<file path="src/rtl/idt_clock_sequencer.sv">
// Reprogramming scheduler for the IDT clock synthesizer serial programmer.
// Arbitrates host raw-word writes against video-mode presets, then times shift-out and PLL settle.
//
// state  | meaning
// BOOT   | leaving reset; queues the boot word (MODE0_WORD)
// IDLE   | clock stable; arbitrates pending requests (host first)
// LOAD   | presents the word and strobes the serializer for one cycle
// SHIFT  | waits SHIFT_CYCLES for the serializer to shift and latch
// SETTLE | waits SETTLE_CYCLES for PLL relock, then commits cur_word
module idt_clock_sequencer #(
    parameter logic [23:0] MODE0_WORD    = 24'h311017,
    parameter logic [23:0] MODE1_WORD    = 24'h348BF0,
    parameter logic [23:0] MODE2_WORD    = 24'h311017,
    parameter logic [23:0] MODE3_WORD    = 24'h311017,
    parameter int unsigned SHIFT_CYCLES  = 205,
    parameter int unsigned SETTLE_CYCLES = 50000
) (
    input  logic        clk,
    input  logic        rst,
    input  logic        host_req,
    input  logic [23:0] host_data,
    output logic        host_ack,
    input  logic        mode_req,
    input  logic [1:0]  mode_sel,
    output logic [23:0] cfg_data,
    output logic        cfg_wstr,
    output logic        pix_rst,
    output logic        busy,
    output logic        ready,
    output logic [23:0] cur_word
);

    localparam int unsigned CNT_MAX = (SHIFT_CYCLES > SETTLE_CYCLES) ? SHIFT_CYCLES : SETTLE_CYCLES;
    localparam int          CNT_W   = $clog2(CNT_MAX + 1);
    localparam logic [CNT_W-1:0] SHIFT_LOAD  = CNT_W'(SHIFT_CYCLES - 1);
    localparam logic [CNT_W-1:0] SETTLE_LOAD = CNT_W'(SETTLE_CYCLES - 1);

    typedef enum logic [2:0] {
        ST_BOOT,
        ST_IDLE,
        ST_LOAD,
        ST_SHIFT,
        ST_SETTLE
    } state_t;

    state_t           state_q, state_d;
    logic [CNT_W-1:0] cnt_q, cnt_d;
    logic [23:0]      cfg_data_q, cfg_data_d;
    logic [23:0]      cur_word_q, cur_word_d;
    logic             host_ack_q, host_ack_d;
    logic             host_pend_q, host_pend_d;
    logic [23:0]      host_word_q, host_word_d;
    logic             mode_pend_q, mode_pend_d;
    logic [1:0]       mode_idx_q, mode_idx_d;
    logic             host_clr;
    logic             mode_clr;
    logic [23:0]      preset_word;

    always_comb begin
        case (mode_idx_q)
            2'd0:    preset_word = MODE0_WORD;
            2'd1:    preset_word = MODE1_WORD;
            2'd2:    preset_word = MODE2_WORD;
            default: preset_word = MODE3_WORD;
        endcase
    end

    always_ff @(posedge clk or posedge rst) begin
        if (rst) begin
            state_q     <= ST_BOOT;
            cnt_q       <= '0;
            cfg_data_q  <= MODE0_WORD;
            cur_word_q  <= MODE0_WORD;
            host_ack_q  <= 1'b0;
            host_pend_q <= 1'b0;
            host_word_q <= '0;
            mode_pend_q <= 1'b0;
            mode_idx_q  <= '0;
        end else begin
            state_q     <= state_d;
            cnt_q       <= cnt_d;
            cfg_data_q  <= cfg_data_d;
            cur_word_q  <= cur_word_d;
            host_ack_q  <= host_ack_d;
            host_pend_q <= host_pend_d;
            host_word_q <= host_word_d;
            mode_pend_q <= mode_pend_d;
            mode_idx_q  <= mode_idx_d;
        end
    end

    // cfg_data_q holds the in-flight word from LOAD until the next LOAD,
    // so it doubles as the word committed to cur_word at end of SETTLE.
    always_comb begin
        state_d    = state_q;
        cnt_d      = cnt_q;
        cfg_data_d = cfg_data_q;
        cur_word_d = cur_word_q;
        host_ack_d = 1'b0;
        host_clr   = 1'b0;
        mode_clr   = 1'b0;

        case (state_q)
            ST_BOOT: begin
                cfg_data_d = MODE0_WORD;
                state_d    = ST_LOAD;
            end
            ST_IDLE: begin
                if (host_pend_q) begin
                    host_clr   = 1'b1;
                    host_ack_d = 1'b1;
                    if (host_word_q != cur_word_q) begin
                        cfg_data_d = host_word_q;
                        state_d    = ST_LOAD;
                    end
                end else if (mode_pend_q) begin
                    mode_clr = 1'b1;
                    if (preset_word != cur_word_q) begin
                        cfg_data_d = preset_word;
                        state_d    = ST_LOAD;
                    end
                end
            end
            ST_LOAD: begin
                cnt_d   = SHIFT_LOAD;
                state_d = ST_SHIFT;
            end
            ST_SHIFT: begin
                if (cnt_q == '0) begin
                    cnt_d   = SETTLE_LOAD;
                    state_d = ST_SETTLE;
                end else begin
                    cnt_d = cnt_q - CNT_W'(1);
                end
            end
            ST_SETTLE: begin
                if (cnt_q == '0) begin
                    cur_word_d = cfg_data_q;
                    state_d    = ST_IDLE;
                end else begin
                    cnt_d = cnt_q - CNT_W'(1);
                end
            end
            default: state_d = ST_BOOT;
        endcase
    end

    // A new request wins over the clear from this cycle's arbitration, and
    // the latched value seen by arbitration is the pre-capture one.
    always_comb begin
        host_pend_d = host_req | (host_pend_q & ~host_clr);
        host_word_d = host_req ? host_data : host_word_q;
        mode_pend_d = mode_req | (mode_pend_q & ~mode_clr);
        mode_idx_d  = mode_req ? mode_sel : mode_idx_q;
    end

    assign cfg_data = cfg_data_q;
    assign cfg_wstr = (state_q == ST_LOAD);
    assign host_ack = host_ack_q;
    assign ready    = (state_q == ST_IDLE);
    assign busy     = (state_q != ST_IDLE);
    assign pix_rst  = (state_q != ST_IDLE);
    assign cur_word = cur_word_q;

endmodule

</file>
<file path="config.mk">
export PLATFORM = sky130hd
export DESIGN_NAME = idt_clock_sequencer
export DESIGN_NICKNAME = d
export VERILOG_FILES = /design/src/rtl/idt_clock_sequencer.sv
export SDC_FILE = /design/constraint.sdc
export NUM_CORES = 1
export LEC_CHECK = 0
export ABC_AREA = 1
export BUFFER_PORTS_ARGS = -buffer_cell sky130_fd_sc_hd__buf_2
export CAP_MARGIN = 20
export CORE_UTILIZATION = 25
export CTS_BUF_LIST = sky130_fd_sc_hd__clkbuf_16
export CTS_CLUSTER_DIAMETER = 50
export DETAILED_ROUTE_END_ITERATION = 7
export PLACE_DENSITY_LB_ADDON = 0.12
export SKIP_LAST_GASP = 1
export SYNTH_ARGS = -nofsm -noshare
export SYNTH_HDL_FRONTEND = slang
export SYNTH_SLANG_ARGS = --single-unit
</file>
<file path="constraint.sdc">
create_clock -name clk -period 4.8 [get_ports clk]
set_input_delay 1.2 -clock clk [delete_from_list [all_inputs] [get_ports clk]]
set_output_delay 1.2 -clock clk [all_outputs]
set_load 0.005 [all_outputs]
</file>
==> tab_implementation.tex <==
\begin{tabular}{lr}
\hline
Metric & Value \\
\hline
\multicolumn{2}{l}{\textbf{STA}} \\
\quad Hold violation count in the final report & 0 \\
\quad Final worst setup slack & roughly 2100 ps \\
\quad Relative slew slack & a little under two fifths \\
\quad Achievable frequency & 373.8 MHz \\
\quad Final clock skew & between 10 and 15 ps \\
\quad Time the final worst path needs with I/O delays and setup & around 2700 ps \\
\quad Count of pins over their slew limit & 0 \\
\quad Final period utilization & a little under three fifths \\
\quad Setup repair after global routing missed its margin & no \\
\quad Slew @ Worst Pin & between 900 and 1000 ps \\
\quad Setup tns final & 0 ps \\
\quad Number of setup violations in the final report & 0 \\
\multicolumn{2}{l}{\textbf{Routing}} \\
\quad Iteration-0 DRC count of the detailed router & approximately 260 \\
\quad Count of unresolved DRC violations after routing & 0 \\
\quad Total number of vias & 4,713 \\
\quad Average wire per standard cell & roughly 16 um \\
\quad Via/cell ratio & 4.476 \\
\quad Count of antenna-violating nets left after detailed routing & 0 \\
\quad Aggregate routed wire length & between 15,000 and 20,000 um \\
\quad First drt pass iteration count & 4 \\
\multicolumn{2}{l}{\textbf{Setup path}} \\
\quad Critical Path Start Type & flop \\
\quad FF-to-FF setup slack & 2120 ps \\
\quad Crit Path Class & flop to flop \\
\quad Capturing element type of the critical path & flop \\
\quad Required time of the critical path & slightly above 5000 ps \\
\quad Worst Path Max Fanout & 26 \\
\quad Worst path arrival time & just under 3000 ps \\
\multicolumn{2}{l}{\textbf{Cells and area}} \\
\quad Fill cell total of the finished layout & about 2,300 \\
\quad Layout-stage area growth over the synthesis result & 16.99\% \\
\quad Number of nets in the layout & a little over 800 \\
\quad Area of the multi-input gates & between 2000 and 2500 um\^{}2 \\
\quad Register area & between 2000 and 2500 um\^{}2 \\
\quad Post-route core utilization & approximately 30\% \\
\quad Fraction of layout cells with a size suffix above 1 & around a fifth \\
\quad Final antenna diode count & 0 \\
\quad Number of standard cells in the layout, taps in and fillers out & 1,053 \\
\multicolumn{2}{l}{\textbf{Synth}} \\
\quad Number of distinct standard cells referenced by the synthesized netlist & 34 \\
\quad Gate Count Post-Synth & 700 \\
\quad Most area-hungry cell type in the Yosys netlist & sky130\_fd\_sc\_hd\_\_dfrtp\_1 \\
\quad Synthesized netlist net count & around 730 \\
\quad Cell area after technology mapping & between 5000 and 6000 um\^{}2 \\
\quad Main flop type after synthesis & sky130\_fd\_sc\_hd\_\_dfrtp\_1 \\
\quad Top cell type's share of synthesized area & between 30\% and 40\% \\
\quad Number of synthesized flops with an enable pin & 0 \\
\quad Dominant cells by area after synthesis & sky130\_fd\_sc\_hd\_\_dfrtp\_1 (37\%), sky130\_fd\_sc\_hd\_\_nand2\_1 (15\%), sky130\_fd\_sc\_hd\_\_dfstp\_2 (7.8\%) \\
\quad Synth warnings & 0 \\
\quad Share of the yosys chip area belonging to registers & between 40\% and 50\% \\
\quad Async set or reset register ratio after synthesis & 100.0\% \\
\quad Mapped Avg Cell Area & a little under 8 um\^{}2 \\
\quad Seq cells post-synth & 96 \\
\multicolumn{2}{l}{\textbf{Clocking}} \\
\quad Number of buffers inserted by post-CTS setup repair & 0 \\
\quad Sink Count & 96 \\
\quad Hold buffer count at cts & 0 \\
\quad CTS root buf & sky130\_fd\_sc\_hd\_\_clkbuf\_16 \\
\quad Clock tree from TritonCTS & yes \\
\quad Clk Latency, worst-skew pair & between 300 and 400 ps \\
\quad Count of instances resized after the clock tree is built & 0 \\
\quad Number of buffers created by CTS & 9 \\
\quad CTS clk-pin slew, worst paths & $\sim$70 ps \\
\quad \# H-tree levels & 3 \\
\quad Max Buffers Root-to-Sink & 2 \\
\multicolumn{2}{l}{\textbf{Power and ir drop}} \\
\quad IR drop worst, VDD & approximately 110 uV \\
\quad Power density over the cells & 269.7 nW/um\^{}2 \\
\quad Pleak & 3.253 nW \\
\quad Design Power & $\sim$1.7 mW \\
\multicolumn{2}{l}{\textbf{Floorplan}} \\
\quad Die Y-Extent & 148.6 um \\
\quad Number of placement rows & 53 \\
\quad Initial core utilization & about a quarter \\
\quad Io pins & between 80 and 90 \\
\quad Core Box Area & roughly 21,000 um\^{}2 \\
\quad Die outline area & around 22,000 um\^{}2 \\
\quad Die width & approximately 150 um \\
\multicolumn{2}{l}{\textbf{Place}} \\
\quad Port Buf Inserts & 82 \\
\quad Pre-CTS WS & approximately 2100 ps \\
\quad Instance count after placement with tap cells included & 1,037 \\
\quad Gp weighted congestion & between 0.8 and 0.9 \\
\quad Detailed-placement wirelength estimate & $\sim$12,000 um \\
\multicolumn{2}{l}{\textbf{GRT}} \\
\quad Global route total overflow & 0 \\
\quad Global-route wire length before repair & 26,430 um \\
\quad Aggregate global-route resource usage & 15.74\% \\
\quad Largest net degree at the start of global routing & 72 \\
\quad Number of global-route vias before repair & 4,778 \\
\quad Number of antenna violations at the first check in global routing & 0 \\
\multicolumn{2}{l}{\textbf{Hold path}} \\
\quad Worst min-delay path class & flop to flop \\
\multicolumn{2}{l}{\textbf{Run status}} \\
\quad Outcome & finished clean \\
\multicolumn{2}{l}{\textbf{Job}} \\
\quad \# Max-Cap Violations & 0 \\
\hline
\end{tabular}
layout by cell type (no fill, tap or decap), types with 13 or more instances in the layout:
cell and n:
sky130_fd_sc_hd__nand2_1 222, sky130_fd_sc_hd__buf_2 82, sky130_fd_sc_hd__inv_1 81, sky130_fd_sc_hd__nor2_1 80, sky130_fd_sc_hd__dfrtp_1 80, sky130_fd_sc_hd__o21ai_0 44, sky130_fd_sc_hd__nand4_1 36, sky130_fd_sc_hd__mux2_2 24
sky130_fd_sc_hd__dfstp_2 16, sky130_fd_sc_hd__nand3_1 14, sky130_fd_sc_hd__nor3_1 13
synthesized netlist by cell type, types with 5 or more instances:
cell type                  count
sky130_fd_sc_hd__nand2_1     222
sky130_fd_sc_hd__inv_1        82
sky130_fd_sc_hd__dfrtp_1      80
sky130_fd_sc_hd__nor2_1       80
sky130_fd_sc_hd__o21ai_0      44
sky130_fd_sc_hd__nand4_1      36
sky130_fd_sc_hd__mux2_2       24
sky130_fd_sc_hd__dfstp_2      16
sky130_fd_sc_hd__nand3_1      14
sky130_fd_sc_hd__nor3_1       13
sky130_fd_sc_hd__a21oi_1      12
sky130_fd_sc_hd__xor2_1       11
sky130_fd_sc_hd__xnor2_1       9
sky130_fd_sc_hd__inv_2         7
sky130_fd_sc_hd__buf_2         6
sky130_fd_sc_hd__o21ai_1       6
sky130_fd_sc_hd__clkbuf_1      5
registers in the layout (all words and copies together) (netlist names):
register     cells
cur_word        24
cnt_q           16
state_q          3
host_pend_q      1
mode_pend_q      1
cfg_data        24
host_word_q     24
mode_idx_q       2
host_ack         1
final cells by class:
cell class	count	area share [%]
multi-input combinational	494	39.31
clock inverter	7	1.134
inverter	89	5.351
tap	275	5.470
sequential	96	38.51
timing repair buffer	83	6.644
clock buffer	9	3.581
per-stage QoR:
step                hold slack (ps)  area, um^2
finish                        470.6        6290
global route                  509.5        6290
CTS                           475.5        6290
detailed placement            464.3        5993
global placement              460.0        5993
floorplan                     456.9        5376
metal layers:
layer / track usage, % / up-vias / routed length (um)
li1: - / 2366 / -
met1: 20.80 / 2263 / 7921
met2: 25.93 / 74 / 7781
met3: 2.577 / 10 / 555
met4: 5.412 / 0 / 210
met5: 0 / - / 0
report_power, final:
part | internal (mW) | total (mW) | switching [mW]
Sequential | 0.829 | 0.844 | 0.0148
Clock | 0.404 | 0.735 | 0.330
Combinational | 0.0382 | 0.118 | 0.0796
logic make-up (layout without fill, tap and decap cells):
family	Yosys count	in the layout	share of synthesized area [%]
simple gates	380	380	30.53
buf+inv	110	188	8.960
mux	24	24	5.027
compound gates	68	68	6.703
fa+ha+maj	2	2	0.4654
xor+xnor	20	20	3.258
flops	96	96	45.05
final timing paths:
path | from | endpoint | cells after the start
worst max-delay path | cnt_q[0] | cnt_q[14] | 11
worst min register to register | cfg_data[16] | cfg_data[16] | 2
max in group asynchronous | rst | cur_word[12] | 3
worst max register to register | cnt_q[0] | cnt_q[14] | 11
worst min-delay path | cfg_data[16] | cfg_data[16] | 2
min in group asynchronous | rst | mode_idx_q[1] | 2
worst max-delay path, stage by stage, from the launching register on:
cell,delay (ps)
sky130_fd_sc_hd__dfrtp_1,380
sky130_fd_sc_hd__inv_1,140
sky130_fd_sc_hd__ha_1,200
sky130_fd_sc_hd__nand2_1,60
sky130_fd_sc_hd__nor2_1,170
sky130_fd_sc_hd__nand3_2,680
sky130_fd_sc_hd__nand2_4,500
sky130_fd_sc_hd__inv_2,120
sky130_fd_sc_hd__nand2_1,90
sky130_fd_sc_hd__inv_2,70
sky130_fd_sc_hd__o21ai_1,80
sky130_fd_sc_hd__nand2_1,70
No activity file was read; power rests on OpenSTA's default activity.
